==> config.mk <==
export PLATFORM = sky130hd
export DESIGN_NAME = z16_fetch_ctrl
export DESIGN_NICKNAME = d
export VERILOG_FILES = /design/src/rtl/z16_pkg.sv /design/src/rtl/z16_fetch_fifo.sv /design/src/rtl/z16_fetch_ctrl.sv
export SDC_FILE = /design/constraint.sdc
export NUM_CORES = 1
export LEC_CHECK = 0
export CORE_ASPECT_RATIO = 0.9
export CORE_MARGIN = 5
export CORE_UTILIZATION = 55
export CTS_CLUSTER_SIZE = 16
export DETAILED_ROUTE_END_ITERATION = 10
export GPL_TIMING_DRIVEN = 0
export PLACE_DENSITY = 0.92
export SLEW_MARGIN = 5
export SYNTH_ARGS = -nofsm -noshare
export SYNTH_HDL_FRONTEND = slang
export SYNTH_SLANG_ARGS = --single-unit
==> constraint.sdc <==
create_clock -name i_clk -period 9.4 [get_ports i_clk]
set_input_delay 1.88 -clock i_clk [delete_from_list [all_inputs] [get_ports i_clk]]
set_output_delay 1.88 -clock i_clk [all_outputs]
set_load 0.005 [all_outputs]
==> src/rtl/z16_pkg.sv <==
// Shared Z16 fetch-path definitions: widths, PC step, fetch FSM states and
// the buffered {pc, instr} entry layout.
package z16_pkg;

  localparam int unsigned Z16_INSTR_W = 16;
  localparam int unsigned Z16_ADDR_W  = 16;
  localparam logic [Z16_ADDR_W-1:0] Z16_PC_STEP = 16'd2;
  localparam int unsigned Z16_ENTRY_W = Z16_ADDR_W + Z16_INSTR_W;

  typedef enum logic [1:0] {
    IDLE = 2'd0,
    RUN  = 2'd1,
    HALT = 2'd2
  } fetch_state_t;

  typedef struct packed {
    logic [Z16_ADDR_W-1:0]  pc;
    logic [Z16_INSTR_W-1:0] instr;
  } fetch_entry_t;

  function automatic logic [Z16_ADDR_W-1:0] align_pc(input logic [Z16_ADDR_W-1:0] pc);
    return pc & ~Z16_ADDR_W'(1);
  endfunction

endpackage

==> src/rtl/z16_fetch_fifo.sv <==
// Synchronous fetch buffer with flush. Push and pop in the same cycle are
// both honoured even when full; flush empties it and ignores push/pop.
module z16_fetch_fifo
  import z16_pkg::*;
#(
  parameter int unsigned DEPTH = 2
) (
  input  logic                   clk,
  input  logic                   rst,
  input  logic                   flush,
  input  logic                   push,
  input  logic                   pop,
  input  logic [Z16_ENTRY_W-1:0] wdata,
  output logic [Z16_ENTRY_W-1:0] rdata,
  output logic                   valid,
  output logic                   full
);

  localparam int unsigned AW = (DEPTH > 1) ? $clog2(DEPTH) : 1;
  localparam logic [AW:0] FULL_CNT = (AW+1)'(DEPTH);

  fetch_entry_t  mem [DEPTH];
  logic [AW-1:0] wptr;
  logic [AW-1:0] rptr;
  logic [AW:0]   count;
  logic          do_push;
  logic          do_pop;

  assign valid = (count != '0);
  assign full  = (count == FULL_CNT);
  assign rdata = mem[rptr];

  always_comb begin
    do_pop  = pop & valid;
    do_push = push & (~full | do_pop);
  end

  // DEPTH is a power of two, so the pointers wrap naturally at their width.
  always_ff @(posedge clk) begin
    if (rst) begin
      wptr  <= '0;
      rptr  <= '0;
      count <= '0;
      for (int unsigned i = 0; i < DEPTH; i++) begin
        mem[i] <= '0;
      end
    end else if (flush) begin
      wptr  <= '0;
      rptr  <= '0;
      count <= '0;
    end else begin
      if (do_push) begin
        mem[wptr] <= wdata;
        wptr      <= wptr + 1'b1;
      end
      if (do_pop) begin
        rptr <= rptr + 1'b1;
      end
      case ({do_push, do_pop})
        2'b10:   count <= count + 1'b1;
        2'b01:   count <= count - 1'b1;
        default: count <= count;
      endcase
    end
  end

endmodule

==> src/rtl/z16_fetch_ctrl.sv <==
// Z16 instruction-fetch controller: owns the fetch PC, sequences
// start/halt/redirect and feeds {pc, instr} pairs to decode via a buffer.
module z16_fetch_ctrl
  import z16_pkg::*;
#(
  parameter logic [15:0] RESET_PC = 16'h0000,
  parameter int unsigned DEPTH    = 2
) (
  input  logic        i_clk,
  input  logic        i_rst,
  input  logic        i_start,
  input  logic        i_halt,
  output logic [15:0] o_imem_addr,
  input  logic [15:0] i_imem_instr,
  output logic        o_valid,
  output logic [15:0] o_instr,
  output logic [15:0] o_pc,
  input  logic        i_ready,
  input  logic        i_redirect,
  input  logic [15:0] i_redirect_pc,
  output logic        o_running,
  output logic        o_halted
);

  localparam logic [15:0] START_PC = align_pc(RESET_PC);

  fetch_state_t state;
  logic [15:0]  fpc;
  logic         pop;
  logic         push;
  logic         full;
  fetch_entry_t wentry;
  fetch_entry_t head;

  assign o_imem_addr = fpc;
  assign pop         = o_valid & i_ready;
  assign push        = (state == RUN) & ~i_halt & ~i_redirect & (~full | pop);
  assign wentry      = '{pc: fpc, instr: i_imem_instr};
  assign o_pc        = head.pc;
  assign o_instr     = head.instr;

  z16_fetch_fifo #(
    .DEPTH (DEPTH)
  ) u_fifo (
    .clk   (i_clk),
    .rst   (i_rst),
    .flush (i_redirect),
    .push  (push),
    .pop   (pop),
    .wdata (wentry),
    .rdata (head),
    .valid (o_valid),
    .full  (full)
  );

  // Redirect only lets halt change the state; a start in the same cycle is ignored.
  always_ff @(posedge i_clk) begin
    if (i_rst) begin
      state     <= IDLE;
      fpc       <= START_PC;
      o_running <= 1'b0;
      o_halted  <= 1'b0;
    end else if (i_redirect) begin
      fpc <= align_pc(i_redirect_pc);
      if (state == RUN && i_halt) begin
        state     <= HALT;
        o_running <= 1'b0;
        o_halted  <= 1'b1;
      end
    end else begin
      case (state)
        IDLE: begin
          if (i_start && !i_halt) begin
            state     <= RUN;
            fpc       <= START_PC;
            o_running <= 1'b1;
          end
        end
        RUN: begin
          if (i_halt) begin
            state     <= HALT;
            o_running <= 1'b0;
            o_halted  <= 1'b1;
          end else if (push) begin
            fpc <= fpc + Z16_PC_STEP;
          end
        end
        HALT: begin
          if (i_start && !i_halt) begin
            state     <= RUN;
            o_running <= 1'b1;
            o_halted  <= 1'b0;
          end
        end
        default: begin
          state     <= IDLE;
          o_running <= 1'b0;
          o_halted  <= 1'b0;
        end
      endcase
    end
  end

endmodule

# Word level (Yosys, flattened, before mapping)
# Memory sizes are Yosys's and may differ from the RTL's. A register that Yosys moved wholly into a read port is not among the register bits.
# Cells that the tools add are included.
dict set report totals {
  reg_bits 24
  mem_bits_rw 64
  inputBits 38
  elab_cells 88
  n_memories 1
}
dict set report op_classes {
  addsub 5
  n_eq_ne 16
  n_mux 32
  bitwise_logic 11
  n_reduce_logical 15
}
# memory depth width read_ports rd_ports_with_merged_regs wr line
set mem_list {}
lappend mem_list {u_fifo.mem 2 32 1 1 2 z16_fetch_fifo.sv:22} ;# fetch_entry_t mem [DEPTH];
# operator n
set op_table {}
lappend op_table {{$mux W16} 4}
lappend op_table {{$mux W32} 1}
lappend op_table {{$pmux W16 S2} 1}
lappend op_table {{$reduce_or A32 Y1} 1}
lappend op_table {{$mux W1} 18}
lappend op_table {{$add A16 B2 Y16 const B} 1}
lappend op_table {{$ne A3 B3 Y1 const B} 4}
lappend op_table {{$reduce_and A4 Y1} 3}
lappend op_table {{$mux W2} 4}
lappend op_table {{$pmux W2 S2} 2}
lappend op_table {{$and A1 B1 Y1} 6}
lappend op_table {{$eq A2 B2 Y1 const B} 3}
lappend op_table {{$ne A2 B2 Y1 const B} 3}
lappend op_table {{$reduce_bool A2 Y1} 3}
lappend op_table {{$eq A2 B1 Y1 const B} 2}
lappend op_table {{$ne A2 B1 Y1 const B} 2}
lappend op_table {{$reduce_or A2 Y1} 2}
lappend op_table {{$ne A3 B1 Y1 const B} 1}
lappend op_table {{$ne A3 B2 Y1 const B} 1}
lappend op_table {{$not A1 Y1} 3}
lappend op_table {{$pmux W1 S3} 1}
lappend op_table {{$reduce_and A3 Y1} 1}
lappend op_table {{$reduce_bool A3 Y1} 1}
lappend op_table {{$add A1 B1 Y1 const B} 2}
lappend op_table {{7 further kinds} 9}

# Depth between registers and ports, before layout
dict set report logic_depth {
  ltp_word 11
  depth_mapped 9
}

# Cells and area by module
# From an unflattened synthesis, not the netlist that was laid out.
dict set report hier_totals {
  cells_unflattened 354
  hier_area_um2 4249.1
}
# mod instances cells_each area_per_inst_um2 seq_area_each_um2
set modules_own_cells {}
lappend modules_own_cells {z16_fetch_fifo 1 198 3031.7 2021.9}
lappend modules_own_cells {z16_fetch_ctrl 1 156 1217.4 380.4}

# Least setup slack after synthesis
# OpenSTA, ideal clock, no wires.
dict set report synth_path {
  kind {input -> register}
  start {in i_redirect}
  end {mem u_fifo.mem[0][0] (netlist bit) (enable)}
  setup_ps 428
  arrival_ps 4400
  slack_ps 4572
  path_stages 5
  n_path_buf 1
  cell_sequence {buf_2 -> or4b_4 -> nor2_4 -> inv_2 -> o21bai_1}
}
# item line
set synth_lines {}
lappend synth_lines {{start, declared} z16_fetch_ctrl.sv:19} ;# input logic i_redirect,
lappend synth_lines {{end, declared} z16_fetch_fifo.sv:22}

==> results_dict.tcl <==
set metrics [dict create \
    cts-resized-gates 0 \
    drt_iter0_markers 207 \
    slowest_stage "a21o_1" \
    wirelength_um 9731 \
    htree_levels 3 \
    drc 0 \
    viasPerCell 5.927 \
    synth_seq_cells 88 \
    finalMaxSlewViolations 0 \
    synth_edf_count 64 \
    hold_violations 0 \
    critPathLaunchType "input port" \
    clockBufferDepth 2 \
    synth_top_area_frac 0.4679 \
    grt.total_usage 0.2109 \
    max_cap_violations 0 \
    overflow 0 \
    critPathMaxStageDelay_ns 1.01 \
    r2r_slack_ns 6.68 \
    fmax_mhz 234.1 \
    synth_nets 379 \
    n_fill_cell 480 \
    fin_nets 477 \
    crit_arrival_ns 4.25 \
    die_h_um 91.99 \
    cts_sinks 88 \
    antenna_found_initial 0 \
    regToRegStartpoint "o_running" \
    drive_gt1_frac 0.1765 \
    skew_ns 0.01247 \
    wl_per_cell_um 18.19 \
    post-cts-setup-buffer-count 0 \
    hold_class "flop to flop" \
    min-delay-start "o_halted" \
    crit_buf_inv 1 \
    r2r_end "u_fifo.mem[1][25]" \
    num_antenna_cells 0 \
    die_w_um 101.1 \
    post-route-period-util 0.4545 \
    synthFlopType "edfxtp_1" \
    cts_tree "done" \
    status "finished clean" \
    r2r_cells 4 \
    worstMarginPinSlew_ns 1.265 \
    stdcell_count 535 \
    critPathRequiredTime_ns 9.38 \
    dp_hpwl_um 6787 \
    finalSetupTns_ns 0 \
    power.total_w 0.0007619 \
    slew-limit-headroom 0.1568 \
    io_pins 89 \
    min_to "o_halted" \
    yosysWarningCount 0 \
    gp_congestion 0.8768 \
    critPathCaptureType "flop" \
    ys_seq_area_frac 0.5848 \
    area.growth.synth_to_final_pct 28.88 \
    cts_root_buf "clkbuf_8" \
    crit_type "input port to flop" \
    core_area_sq_um 7148 \
    drt_first_pass_iters 5 \
    synthArstFlopShare 0 \
    initial_core_util 0.5747 \
    netlist_instances 339 \
    fin_crit_ns 4.272 \
    synth_most_common_cell "edfxtp_1" \
    synth_top_cell_by_area "edfxtp_1" \
    dieArea_sq_um 9299 \
    whs_path_depth 2 \
    cts_buffers 9 \
    utilization 0.7406 \
    p_leak_nw 1.993 \
    grt_max_degree 33 \
    cp_max_fo 32 \
    ir_drop_mv 0.1036 \
    setup_viol 0 \
    grt_pass1_vias 3172 \
    dp.cells 519 \
    ys_top_cells_by_area "edfxtp_1 (47%), dfxtp_1 (12%), mux2_2 (8.8%), and3_1 (4.9%), and2_1 (3.5%)" \
    cts.reportedPaths.clkPinSlew_ns 0.10 \
    critPathTopFamily "compound AO/OA/AOI/OAI gates" \
    mappedNetlistArea_sq_um 4108 \
    vias 3171 \
    synth_cell_types 49 \
    rows 29 \
    grt_setup_unrepaired "false" \
    crit_path_cell_trace "clkdlybuf4s50_1, or4b_4, nor2_4, a21o_1" \
    grt_pass1_wl_um 15520 \
    netlist_top_cells_count "edfxtp_1 (64), and3_1 (32), mux2_2 (32)" \
    cts_hold_buf 0 \
    post_synth.cell_area_avg_sq_um 12.12 \
    ant_nets 0 \
    clk_latency_ns 0.37 \
    io_buffers 86 \
    power.density_nw_per_um2 143.9 \
]
==> sequential cells by signal, indices dropped and copies added, names as in the netlist, named ones only <==
| name | flops |
|---|---|
| u_fifo.wptr | 1 |
| state | 1 |
| u_fifo.count | 2 |
| o_halted | 1 |
| u_fifo.mem | 64 |
| u_fifo.rptr | 1 |
| o_running | 1 |
| o_imem_addr | 16 |
==> power by group <==
part / switching [W] / total, W / internal [W] / leakage, nW
Combinational: 0.0000335 / 0.0000779 / 0.0000444 / 1.06
Clock: 0.000145 / 0.000243 / 0.0000983 / 0.0827
Sequential: 0.0000106 / 0.000441 / 0.000430 / 0.854
Total: 0.000189 / 0.000762 / 0.000573 / 1.99
==> cell usage in the layout (no fill, tap or decap), types with 2 or more instances in the layout <==
| cell type | synthesis | routed |
|---|---|---|
| clkdlybuf4s50_1 | 0 | 86 |
| edfxtp_1 | 64 | 64 |
| mux2_2 | 32 | 32 |
| and3_1 | 32 | 32 |
| dfxtp_1 | 24 | 24 |
| and2_1 | 23 | 23 |
| nand2_1 | 19 | 19 |
| nor2_1 | 18 | 18 |
| a21oi_1 | 12 | 12 |
| o21ai_0 | 10 | 10 |
| nor3_1 | 10 | 10 |
| and2_2 | 10 | 10 |
| clkbuf_1 | 9 | 9 |
| clkbuf_8 | 0 | 9 |
| nor3b_1 | 5 | 5 |
| buf_6 | 5 | 5 |
| nand3_1 | 5 | 5 |
| xnor2_1 | 4 | 4 |
| a31oi_1 | 4 | 4 |
| buf_1 | 3 | 3 |
| clkbuf_2 | 3 | 3 |
| nand4_1 | 3 | 3 |
| a211oi_1 | 3 | 3 |
| inv_6 | 0 | 3 |
| clkinvlp_4 | 0 | 3 |
| buf_2 | 2 | 2 |
| nor2_4 | 2 | 2 |
| o31ai_1 | 2 | 2 |
| nor4_1 | 2 | 2 |
| and4_1 | 2 | 2 |
| o311ai_1 | 2 | 2 |
| nand3b_1 | 2 | 2 |
| a222oi_1 | 2 | 2 |
| a311oi_1 | 2 | 2 |
| a221oi_1 | 2 | 2 |
| o211ai_1 | 2 | 2 |
| ha_1 | 2 | 2 |
==> routing by layer <==
metal  global-route usage  vias up  wire length, um
li1                     -     1462                -
met1               0.2731     1525             4041
met2               0.3546      170             4721
met3              0.05615       14              822
met4              0.04762        0              145
met5                    0        -                0
==> worst max path at each step <==
stage	from	end	slack, ns	cells after the start
6_report	i_halt	u_fifo.mem[1][25]	5.13	4
5_1_grt	i_halt	u_fifo.mem[1][25]	5.03	4
4_1_cts	i_halt	u_fifo.mem[1][6]	5.13	4
3_5_place_dp	i_halt	u_fifo.mem[1][3]	4.75	4
3_3_place_gp	i_halt	u_fifo.mem[0][3]	3.36	5
2_1_floorplan	i_redirect	u_fifo.mem[0][0]	4.57	5
==> worst register-to-register path: stages, from the launching register on <==
cell     delay (ns)
dfxtp_1        0.34
buf_2          0.20
or4b_4         0.52
nor2_4         0.24
a21o_1         1.01
==> cell type report <==
type	count	area, sq um	share of cell area
timing repair buffer	87	880.8	0.1664
tap	93	116.4	0.02198
multi-input combinational	226	1575	0.2976
inverter	2	7.507	0.001418
buffer	23	133.9	0.02529
clock buffer	9	123.9	0.02340
sequential	88	2402	0.4538
clock inverter	7	53.80	0.01016
==> cell families (layout without fill, tap and decap cells) <==
family                   Yosys count  in the layout  share of synthesized area
AO/OA/AOI/OAI                     46             46                    0.07341
XOR/XNOR                           5              5                    0.01066
adder cells (fa/ha/maj)            2              2                   0.006091
buffers and inverters             25            128                    0.03442
flip-flops                        88             88                     0.5848
multiplexers                      32             32                    0.08773
AND/OR/NAND/NOR                  141            141                     0.2029
==> through the flow <==
stage	area, sq um	worst slack, ns	hold WS, ns
finish	5294	5.128	0.5243
global route	5294	5.027	0.5525
global placement	5085	3.364	0.4915
floorplan	4108	4.572	0.4889
CTS	5294	5.130	0.5219
detailed placement	5116	4.748	0.5020
(Power assumes the default switching activity.)
